### src/rtl/cdb_arbiter_pkg.sv
// Shared sizing and types for the CDB arbiter: ROB index width, the buffered
// {rob_entry,value} record, and the source identifiers used by the round-robin pointer.
package cdb_arbiter_pkg;

    localparam int ROB_SIZE = 16;
    localparam int ROB_BIT  = $clog2(ROB_SIZE);
    localparam int VALUE_W  = 32;

    typedef logic [ROB_BIT-1:0] rob_idx_t;

    typedef struct packed {
        rob_idx_t           rob_entry;
        logic [VALUE_W-1:0] value;
    } cdb_entry_t;

    typedef enum logic {
        SRC_ALU = 1'b0,
        SRC_LSB = 1'b1
    } src_e;

endpackage

### src/rtl/cdb_arbiter_if.sv
// Result-source handshake (valid/ready with ROB tag and value) and the
// single-cycle CDB broadcast bus.
interface cdb_arbiter_if;
    import cdb_arbiter_pkg::*;

    logic               valid;
    rob_idx_t           rob_entry;
    logic [VALUE_W-1:0] value;
    logic               ready;

    modport master (output valid, rob_entry, value, input ready);
    modport slave  (input valid, rob_entry, value, output ready);
endinterface

interface cdb_bcast_if;
    import cdb_arbiter_pkg::*;

    logic               valid;
    rob_idx_t           rob_entry;
    logic [VALUE_W-1:0] value;

    modport master (output valid, rob_entry, value);
    modport slave  (input valid, rob_entry, value);
endinterface

### src/rtl/cdb_arbiter_fifo.sv
// Per-source holding FIFO: write visible at head one edge after push; no internal
// backpressure, the owner must not push when full or pop when empty.
module cdb_fifo #(
    parameter  int WIDTH = 8,
    parameter  int DEPTH = 2,
    localparam int AW    = $clog2(DEPTH),
    localparam int CW    = AW + 1
) (
    input  logic             clk,
    input  logic             rst_n,
    input  logic             push,
    input  logic [WIDTH-1:0] push_dat,
    input  logic             pop,
    input  logic             flush,
    output logic [CW-1:0]    count,
    output logic [WIDTH-1:0] head_dat
);

    logic [WIDTH-1:0] mem [DEPTH];
    logic [AW-1:0]    wr_ptr;
    logic [AW-1:0]    rd_ptr;

    // Pointers wrap naturally because DEPTH is a power of two.
    always_ff @(posedge clk or negedge rst_n) begin
        if (!rst_n) begin
            wr_ptr <= '0;
            rd_ptr <= '0;
            count  <= '0;
        end else if (flush) begin
            wr_ptr <= '0;
            rd_ptr <= '0;
            count  <= '0;
        end else begin
            if (push) wr_ptr <= wr_ptr + AW'(1);
            if (pop)  rd_ptr <= rd_ptr + AW'(1);
            count <= count + CW'(push) - CW'(pop);
        end
    end

    always_ff @(posedge clk) begin
        if (push && !flush) mem[wr_ptr] <= push_dat;
    end

    assign head_dat = mem[rd_ptr];

endmodule

### src/rtl/cdb_arbiter.sv
// Round-robin CDB arbiter over ALU/LSB FIFOs, 2-cycle push-to-broadcast latency, rdy_in low
// freezes all state and src_ready drops when a FIFO is full. CDB_PERF_EN adds conflict_cnt.
module cdb_arbiter
    import cdb_arbiter_pkg::*;
#(
    parameter int FIFO_DEPTH = 2
) (
    input  logic          clk_in,
    input  logic          rst_in,
    input  logic          rdy_in,
    input  logic          clear_up,
    cdb_arbiter_if.slave  alu,
    cdb_arbiter_if.slave  lsb,
    cdb_bcast_if.master   cdb
`ifdef CDB_PERF_EN
    ,
    output logic [31:0]   conflict_cnt
`endif
);

    localparam int CW = $clog2(FIFO_DEPTH) + 1;

    logic       active;
    logic       flush;
    logic [CW-1:0] alu_cnt, lsb_cnt;
    cdb_entry_t alu_head, lsb_head;
    logic       alu_push, lsb_push;
    logic       alu_ne, lsb_ne;
    logic       grant_alu, grant_lsb;
    logic       pop_alu, pop_lsb;
    src_e       last_q, last_d;

    logic               cdb_vld_q;
    rob_idx_t           cdb_rob_q;
    logic [VALUE_W-1:0] cdb_val_q;

    assign active = rdy_in && !clear_up;
    assign flush  = rdy_in && clear_up;

    // Ready ignores a same-cycle pop; rst_in gating keeps it low during reset.
    assign alu.ready = rst_in && rdy_in && (alu_cnt < CW'(FIFO_DEPTH));
    assign lsb.ready = rst_in && rdy_in && (lsb_cnt < CW'(FIFO_DEPTH));

    assign alu_push = active && alu.valid && alu.ready;
    assign lsb_push = active && lsb.valid && lsb.ready;

    assign alu_ne = (alu_cnt != '0);
    assign lsb_ne = (lsb_cnt != '0);

    assign pop_alu = active && grant_alu;
    assign pop_lsb = active && grant_lsb;

    cdb_fifo #(.WIDTH($bits(cdb_entry_t)), .DEPTH(FIFO_DEPTH)) u_alu_fifo (
        .clk      (clk_in),
        .rst_n    (rst_in),
        .push     (alu_push),
        .push_dat ({alu.rob_entry, alu.value}),
        .pop      (pop_alu),
        .flush    (flush),
        .count    (alu_cnt),
        .head_dat (alu_head)
    );

    cdb_fifo #(.WIDTH($bits(cdb_entry_t)), .DEPTH(FIFO_DEPTH)) u_lsb_fifo (
        .clk      (clk_in),
        .rst_n    (rst_in),
        .push     (lsb_push),
        .push_dat ({lsb.rob_entry, lsb.value}),
        .pop      (pop_lsb),
        .flush    (flush),
        .count    (lsb_cnt),
        .head_dat (lsb_head)
    );

    // Last-grant pointer starts at LSB so the first conflict goes to the ALU.
    always_ff @(posedge clk_in or negedge rst_in) begin
        if (!rst_in) last_q <= SRC_LSB;
        else         last_q <= last_d;
    end

    always_comb begin
        last_d = last_q;
        if (flush)        last_d = SRC_ALU;
        else if (pop_alu) last_d = SRC_ALU;
        else if (pop_lsb) last_d = SRC_LSB;
    end

    always_comb begin
        grant_alu = 1'b0;
        grant_lsb = 1'b0;
        if (alu_ne && lsb_ne) begin
            if (last_q == SRC_LSB) grant_alu = 1'b1;
            else                   grant_lsb = 1'b1;
        end else if (alu_ne) begin
            grant_alu = 1'b1;
        end else if (lsb_ne) begin
            grant_lsb = 1'b1;
        end
    end

    // Data registers only move on a grant so a paused or idle bus keeps its last value.
    always_ff @(posedge clk_in or negedge rst_in) begin
        if (!rst_in) begin
            cdb_vld_q <= 1'b0;
            cdb_rob_q <= '0;
            cdb_val_q <= '0;
        end else if (rdy_in) begin
            if (clear_up) begin
                cdb_vld_q <= 1'b0;
            end else if (pop_alu) begin
                cdb_vld_q <= 1'b1;
                cdb_rob_q <= alu_head.rob_entry;
                cdb_val_q <= alu_head.value;
            end else if (pop_lsb) begin
                cdb_vld_q <= 1'b1;
                cdb_rob_q <= lsb_head.rob_entry;
                cdb_val_q <= lsb_head.value;
            end else begin
                cdb_vld_q <= 1'b0;
            end
        end
    end

    assign cdb.valid     = cdb_vld_q;
    assign cdb.rob_entry = cdb_rob_q;
    assign cdb.value     = cdb_val_q;

`ifdef CDB_PERF_EN
    always_ff @(posedge clk_in or negedge rst_in) begin
        if (!rst_in) begin
            conflict_cnt <= '0;
        end else if (active && alu_ne && lsb_ne && (conflict_cnt != 32'hFFFF_FFFF)) begin
            conflict_cnt <= conflict_cnt + 32'd1;
        end
    end
`endif

endmodule

### src/flat_wrapper.sv
// flat-port wrapper written by rule: the top's interface ports become plain ports
module cdb_arbiter_flat import cdb_arbiter_pkg::*;
#(
    parameter int FIFO_DEPTH = 2
)
  (clk_in, rst_in, rdy_in, clear_up, alu_valid, alu_rob_entry, alu_value, alu_ready, lsb_valid, lsb_rob_entry, lsb_value, lsb_ready, cdb_valid, cdb_rob_entry, cdb_value);
  cdb_arbiter_if alu_i ();
  cdb_arbiter_if lsb_i ();
  cdb_bcast_if cdb_i ();
  input  logic clk_in;
  input  logic rst_in;
  input  logic rdy_in;
  input  logic clear_up;
  input wire logic [$bits(alu_i.valid)-1:0] alu_valid;
  input wire logic [$bits(alu_i.rob_entry)-1:0] alu_rob_entry;
  input wire logic [$bits(alu_i.value)-1:0] alu_value;
  output wire logic [$bits(alu_i.ready)-1:0] alu_ready;
  input wire logic [$bits(lsb_i.valid)-1:0] lsb_valid;
  input wire logic [$bits(lsb_i.rob_entry)-1:0] lsb_rob_entry;
  input wire logic [$bits(lsb_i.value)-1:0] lsb_value;
  output wire logic [$bits(lsb_i.ready)-1:0] lsb_ready;
  output wire logic [$bits(cdb_i.valid)-1:0] cdb_valid;
  output wire logic [$bits(cdb_i.rob_entry)-1:0] cdb_rob_entry;
  output wire logic [$bits(cdb_i.value)-1:0] cdb_value;
  assign alu_i.valid = alu_valid;
  assign alu_i.rob_entry = alu_rob_entry;
  assign alu_i.value = alu_value;
  assign alu_ready = alu_i.ready;
  assign lsb_i.valid = lsb_valid;
  assign lsb_i.rob_entry = lsb_rob_entry;
  assign lsb_i.value = lsb_value;
  assign lsb_ready = lsb_i.ready;
  assign cdb_valid = cdb_i.valid;
  assign cdb_rob_entry = cdb_i.rob_entry;
  assign cdb_value = cdb_i.value;
  cdb_arbiter #(.FIFO_DEPTH(FIFO_DEPTH)) u_core (.clk_in(clk_in), .rst_in(rst_in), .rdy_in(rdy_in), .clear_up(clear_up), .alu(alu_i), .lsb(lsb_i), .cdb(cdb_i));
endmodule
### config.mk
export PLATFORM = sky130hd
export DESIGN_NAME = cdb_arbiter_flat
export DESIGN_NICKNAME = d
export VERILOG_FILES = /design/src/rtl/cdb_arbiter_pkg.sv /design/src/rtl/cdb_arbiter_if.sv /design/src/rtl/cdb_arbiter_fifo.sv /design/src/rtl/cdb_arbiter.sv /design/src/flat_wrapper.sv
export SDC_FILE = /design/constraint.sdc
export NUM_CORES = 1
export LEC_CHECK = 0
export ABC_AREA = 1
export BUFFER_PORTS_ARGS = -buffer_cell sky130_fd_sc_hd__buf_2
export CAP_MARGIN = 20
export CORE_ASPECT_RATIO = 0.75
export CORE_MARGIN = 2
export CORE_UTILIZATION = 45
export CTS_BUF_LIST = sky130_fd_sc_hd__clkbuf_4
export CTS_CLUSTER_DIAMETER = 100
export DETAILED_ROUTE_END_ITERATION = 8
export GPL_ROUTABILITY_DRIVEN = 0
export PLACE_DENSITY = 0.66
export SYNTH_ARGS = -nofsm -noshare
export SYNTH_HDL_FRONTEND = slang
export SYNTH_SLANG_ARGS = --single-unit
### constraint.sdc
create_clock -name clk_in -period 6.5 [get_ports clk_in]
set_clock_uncertainty 0.05 [all_clocks]
set_input_delay 0.325 -clock clk_in [delete_from_list [all_inputs] [get_ports clk_in]]
set_output_delay 0.325 -clock clk_in [all_outputs]
set_load 0.02 [all_outputs]
==> flow_summary.toml, run 1 <==
[floorplanning]
coreArea_sq_um = 17000
boundaryPins = 117
fp.dieW_um = 157
fp.dieArea_sq_um = 18700
rows = 41
die_y_um = 119
start_util_pct = 46.5

[synthesis]
synth_seq_cells = 190
syn_area_per_cell_sq_um = 10.5
syn_inst = 757
synth_cell_types = 26
synth.largest_area_cell = "edfxtp_1"
yosysWarnings = 0
netlist_area_sq_um = 7920
synth_ff_type = "edfxtp_1"
syn-num-nets = 839
netlist.area_leader.share_pct = 54.6
yosysSeqAreaShare_pct = 69.1
async_flop_share_pct = 24.2
post_synth_main_area_contributors = "edfxtp_1 55%, dfrtp_1 14%, nand2_1 13%, inv_1 5.9%, nand3_1 4.8%"
synth-edff-count = 144

[pwr]
p_leak_uw = 0.00453
vdd_ir_drop_max_v = 0.000195
p_per_area_nw_per_um2 = 337

[setup_path]
critPathMaxFanout = 38
crit_required_ns = 6.92
cp_slowest_cell = "o21ai_4"
max_stage_delay_ns = 0.82
worstReg2RegStart = "u_core.u_lsb_fifo.count[1]$_DFF_PN0_"
critPathKind = "reg2reg"
timing.critical_path.mode_cell = "ha_1"
crit_path_start_kind = "register"
critPathCaptureType = "register"
path_cells = "o21ai_4 -> nand2_2 -> inv_2 -> ha_1 -> inv_1 -> ha_1 -> xor2_1 -> nor2_1"
critPathArrivalTime_ns = 3.46
crit_start = "u_core.u_lsb_fifo.count[1]$_DFF_PN0_"

[drt]
wl_per_cell_um = 14.5
drc = 0
via_per_inst = 4.55
antenna_left = 0
firstDrtPassIters = 5
routed_wl_um = 17200
vias = 5401
drtIter0Drc = 432

[cells_and_area]
area_delta_synth_final_pct = 23.8
fin_area_sq_um = 9810
filler_cell_count = 1440
antenna-diode-count = 0
drive_gt1_share_pct = 17.8
final_cell_mix = "265 x nand2_1, 144 x edfxtp_1, 122 x inv_1, 116 x buf_2, 76 x nand3_1"
final_common_cell = "nand2_1"
fin_nets = 1021

[sta]
fin_tns_setup_ns = 0
final-setup-viol-count = 0
hold_viol = 0
drv_slew = 0
period_needed_ns = 3.04
tightest_slew_ns = 1.02
max_freq_ghz = 0.329
slew_headroom_pct = 32.0
layout_worst_path_cycle_share_pct = 46.7
rsz0062_at_grt = "false"

[global_routing]
grt_pass1_vias = 5278
grt_pass1_wl_um = 27600
grt_max_degree = 48
grt_antenna_before_repair = 0
grt-ovfl-total = 0
grt_use_total_pct = 19.4

[clock_network]
cts_tree = "yes"
worstSkewPairLatency_ns = 0.59
cts-root-buf = "clkbuf_4"
clock_sinks = 190
cts_max_path_buffers = 2
cts_max_level = 4
numCtsBuffers = 17
clk_pin_slew_ns = 0.13

[placement]
io_buffers = 116
dp_hpwl_um = 10300
dpl_cell_area_sq_um = 8660

[hold_path]
worstHoldStart = "alu_valid"
hold_path_class = "in2reg"

[run_status]
status = "completed"

[flow_run]
maxCapViolations = 0
## worst max-delay path, delay by kind of cell, from the launching register on
family	cells	cell delay (ns)
and+or+nand+nor	2	0.77
AOI/OAI and AO/OA	1	0.82
DFF	1	0.47
xor gates and xnor gates	1	0.13
adders and majority gates	2	0.39
buffers and inverters	2	0.27
## logic make-up (layout without fill, tap and decap cells)
logic type	after synthesis	in the layout	share of synthesized area [%]
xor+xnor	4	4	0.442
fa+ha+maj	4	4	0.632
flops	190	190	69.1
buf+inv	160	355	8.31
compound gates	41	41	2.73
simple gates	358	358	18.7
## power breakdown
| part | switching, uW | internal [uW] |
|---|---|---|
| clock network | 386 | 394 |
| registers | 149 | 1450 |
| logic | 616 | 311 |
| total | 1150 | 2150 |
## layout make-up
class                      count  area [sq um]  share of cell area [%]
clock inverter                12           218                    2.22
sequential                   190          5480                    55.9
clock buffer                  20           150                    1.53
tap                          236           295                    3.01
timing repair buffer         195          1380                    14.1
inverter                     128           480                    4.90
multi-input combinational    407          1800                    18.4
## Yosys cell counts (3+ instances only)
cell type and count:
nor2_1 8, nand2_1 265, nand3_1 76, inv_2 4, buf_2 22, dfrtp_1 45
nand2_2 3, clkbuf_1 3, ha_1 4, buf_6 3, o21ai_0 30, inv_1 124
edfxtp_1 144, o21ai_1 8
## sequential cells by signal, indices dropped and copies added (netlist names)
signal and cells:
u_core.cdb.rob_entry 4, u_core.cdb.valid 1, u_core.cdb.value 32, u_core.last_q 1, u_core.u_alu_fifo.count 2, u_core.u_alu_fifo.mem 72, u_core.u_alu_fifo.rd_ptr 1, u_core.u_alu_fifo.wr_ptr 1
u_core.u_lsb_fifo.count 2, u_core.u_lsb_fifo.mem 72, u_core.u_lsb_fifo.rd_ptr 1, u_core.u_lsb_fifo.wr_ptr 1
## per-layer routing
layer	vias up	GRT usage, %	wire, um
li1	2769	-	-
met2	139	30.3	7640
met1	2480	28.1	8630
met3	13	3.60	771
met5	-	0	0
met4	0	4.89	170
## repair_timing
item / 4_1_cts / 5_1_grt
endpoints found under the setup margin: 0 / 0
hold buffers: 75 / 0
gates resized for setup: 0 / 0
hold endpoints to repair: 191 / 0
setup buffers: 0 / 0
## worst paths after layout
path                            slack (ns)  depth (start not counted)                                    to
min in group asynchronous             0.32                          3      u_core.cdb.value[20]$_DFFE_PN0P_
worst max-delay path                  3.46                          8  u_core.u_alu_fifo.count[1]$_DFF_PN0_
max in group asynchronous             5.61                          3  u_core.u_alu_fifo.rd_ptr$_DFFE_PN0N_
worst max register to register        3.46                          8  u_core.u_alu_fifo.count[1]$_DFF_PN0_
worst min register to register        0.44                          2   u_core.cdb.rob_entry[3]$_DFFE_PN0P_
worst min-delay path                  0.04                          3  u_core.u_alu_fifo.wr_ptr$_DFFE_PN0P_
## through the flow
stage / utilization [%] / setup slack [ns] / hold WS [ns] / total power, uW / std cells
2_1_floorplan: - / 3.47 / -0.0206 / 2220 / 757
3_3_place_gp: 50.8 / 3.53 / 0.413 / 2510 / 1080
3_5_place_dp: 50.8 / 3.44 / 0.411 / 2520 / 1080
4_1_cts: 57.4 / 3.42 / 0.0105 / 3330 / 1187
5_1_grt: 57.6 / 3.23 / 0.0328 / 3500 / 1188
6_report: 57.6 / 3.46 / 0.0350 / 3310 / 1188
No activity file was read; power rests on OpenSTA's default activity.
==> run 2: changes to the inputs <==
==> constraint.sdc (replaced) <==
create_clock -name clk_in -period 3.2 [get_ports clk_in]
set_clock_uncertainty 0.05 [all_clocks]
set_input_delay 0.16 -clock clk_in [delete_from_list [all_inputs] [get_ports clk_in]]
set_output_delay 0.16 -clock clk_in [all_outputs]
set_load 0.02 [all_outputs]
==> flow_summary.toml, run 2 (synthesis results as in run 1) <==
[floorplanning]
die_y_um = 119
fp.dieW_um = 157
boundaryPins = 117
start_util_pct = 46.5
rows = 41
coreArea_sq_um = 17000
fp.dieArea_sq_um = 18700

[global_routing]
grt_pass1_vias = 5158
grt_use_total_pct = 19.3
grt_max_degree = 47
grt_antenna_before_repair = 0
grt-ovfl-total = 0
grt_pass1_wl_um = 27000

[sta]
drv_slew = 0
period_needed_ns = 2.29
tightest_slew_ns = 1.07
hold-worst-slack_ns = 0.218
max_freq_ghz = 0.437
hold_viol = 0
fin_tns_setup_ns = 0
final-setup-viol-count = 0
rsz0062_at_grt = "false"
setup_ws_ns = 0.910
slew_headroom_pct = 28.5
layout_worst_path_cycle_share_pct = 71.6

[clock_network]
worstSkewPairLatency_ns = 0.56
cts_max_level = 4
clock_sinks = 190
clk_pin_slew_ns = 0.14
cts_resized = 0
numCtsBuffers = 17
cts-root-buf = "clkbuf_4"
cts_max_path_buffers = 2
cts_tree = "yes"

[placement]
io_buffers = 116
dp_hpwl_um = 10000
place_ws_ns = 0.924

[drt]
drtIter0Drc = 344
wl_per_cell_um = 14.3
firstDrtPassIters = 5
vias = 5418
via_per_inst = 4.53
routed_wl_um = 17100
antenna_left = 0
drc = 0

[cells_and_area]
area.sequential_sq_um = 5480
final_common_cell = "nand2_1"
antenna-diode-count = 0
drive_gt1_share_pct = 17.7
final_cell_mix = "265 x nand2_1, 144 x edfxtp_1, 122 x inv_1, 116 x buf_2, 81 x dlygate4sd3_1"
fin_nets = 1029
area_delta_synth_final_pct = 22.8
multi_input_area_sq_um = 1800
filler_cell_count = 1487

[setup_path]
critPathKind = "reg2reg"
crit_start = "u_core.u_lsb_fifo.count[1]$_DFF_PN0_"
worstReg2RegStart = "u_core.u_lsb_fifo.count[1]$_DFF_PN0_"
crit_required_ns = 3.61
critPathArrivalTime_ns = 2.70
ff2ff_setup_slack_ns = 0.91
critPathCaptureType = "register"
worstRegToRegCells = 8
critPathMaxFanout = 37
regToRegEndpoint = "u_core.u_alu_fifo.count[1]$_DFF_PN0_"
crit_path_start_kind = "register"

[pwr]
p_leak_uw = 0.00450
p_per_area_nw_per_um2 = 640
vdd_ir_drop_max_v = 0.000311

[run_status]
status = "completed"

[flow_run]
maxCapViolations = 0

[hold_path]
hold_path_class = "in2async"
run 2: cell count changes in the layout (fill, tap and decap cells not counted), sizes merged:
cell,previous run,this run
bufinv,6,0
clkbuf,20,23
clkinv,4,8
dlygate4sd3,75,81
buf,120,122
inv,129,128
run 2: cell type report:
| class | instances | share of cell area [%] |
|---|---|---|
| flip-flops and latches | 190 | 56.3 |
| multi-input cells | 407 | 18.5 |
| repair buffers | 203 | 14.9 |
| inverters | 128 | 4.94 |
| well taps | 236 | 3.04 |
| clock buffers | 23 | 1.78 |
| clock inverters | 9 | 0.489 |
run 2: critical path: stages, from the launching register on:
cell and delay (ns):
dfrtp_1 0.47, o21ai_4 0.87, nand2_2 0.13, inv_2 0.09, ha_1 0.22, inv_1 0.05
ha_1 0.14, xor2_1 0.13, nor2_1 0.05
run 2: what timing repair did:
action,4_1_cts,5_1_grt
buffers inserted,0,0
hold buffers,81,0
hold endpoints to repair,195,0
run 2: worst max-delay path by stage:
stage,to,cells past startpoint
after floorplan,u_core.u_lsb_fifo.mem[1][0]$_DFFE_PP_,3
after global placement,u_core.u_alu_fifo.count[1]$_DFF_PN0_,8
after detailed placement,u_core.u_alu_fifo.count[1]$_DFF_PN0_,8
after CTS,u_core.u_alu_fifo.count[1]$_DFF_PN0_,8
after global routing,u_core.u_alu_fifo.count[1]$_DFF_PN0_,8
final,u_core.u_alu_fifo.count[1]$_DFF_PN0_,8
run 2: metrics by stage:
| stage | total power [uW] | cell area (sq um) | util (%) | instances |
|---|---|---|---|---|
| 3_3_place_gp | 5100 | 8690 | 51.1 | 1083 |
| 4_1_cts | 6260 | 9730 | 57.1 | 1196 |
| 3_5_place_dp | 5110 | 8690 | 51.1 | 1083 |
| 2_1_floorplan | 4520 | 7920 | - | 757 |
| 6_report | 6220 | 9730 | 57.1 | 1196 |
| 5_1_grt | 6630 | 9730 | 57.1 | 1196 |
run 2: routing by layer:
layer / up-vias / track usage (%) / share of wire (%)
li1: 2785 / - / -
met1: 2481 / 27.5 / 49
met2: 140 / 30.2 / 45
met3: 12 / 3.49 / 5.1
met4: 0 / 5.85 / 0.91
met5: - / 0 / 0
run 2: power by group:
part	leakage (uW)	switching [uW]	total [uW]	internal (uW)
Clock	0.000130	739	1090	348
Combinational	0.00250	1290	1930	643
Sequential	0.00187	256	3200	2940
Total	0.00450	2290	6220	3940
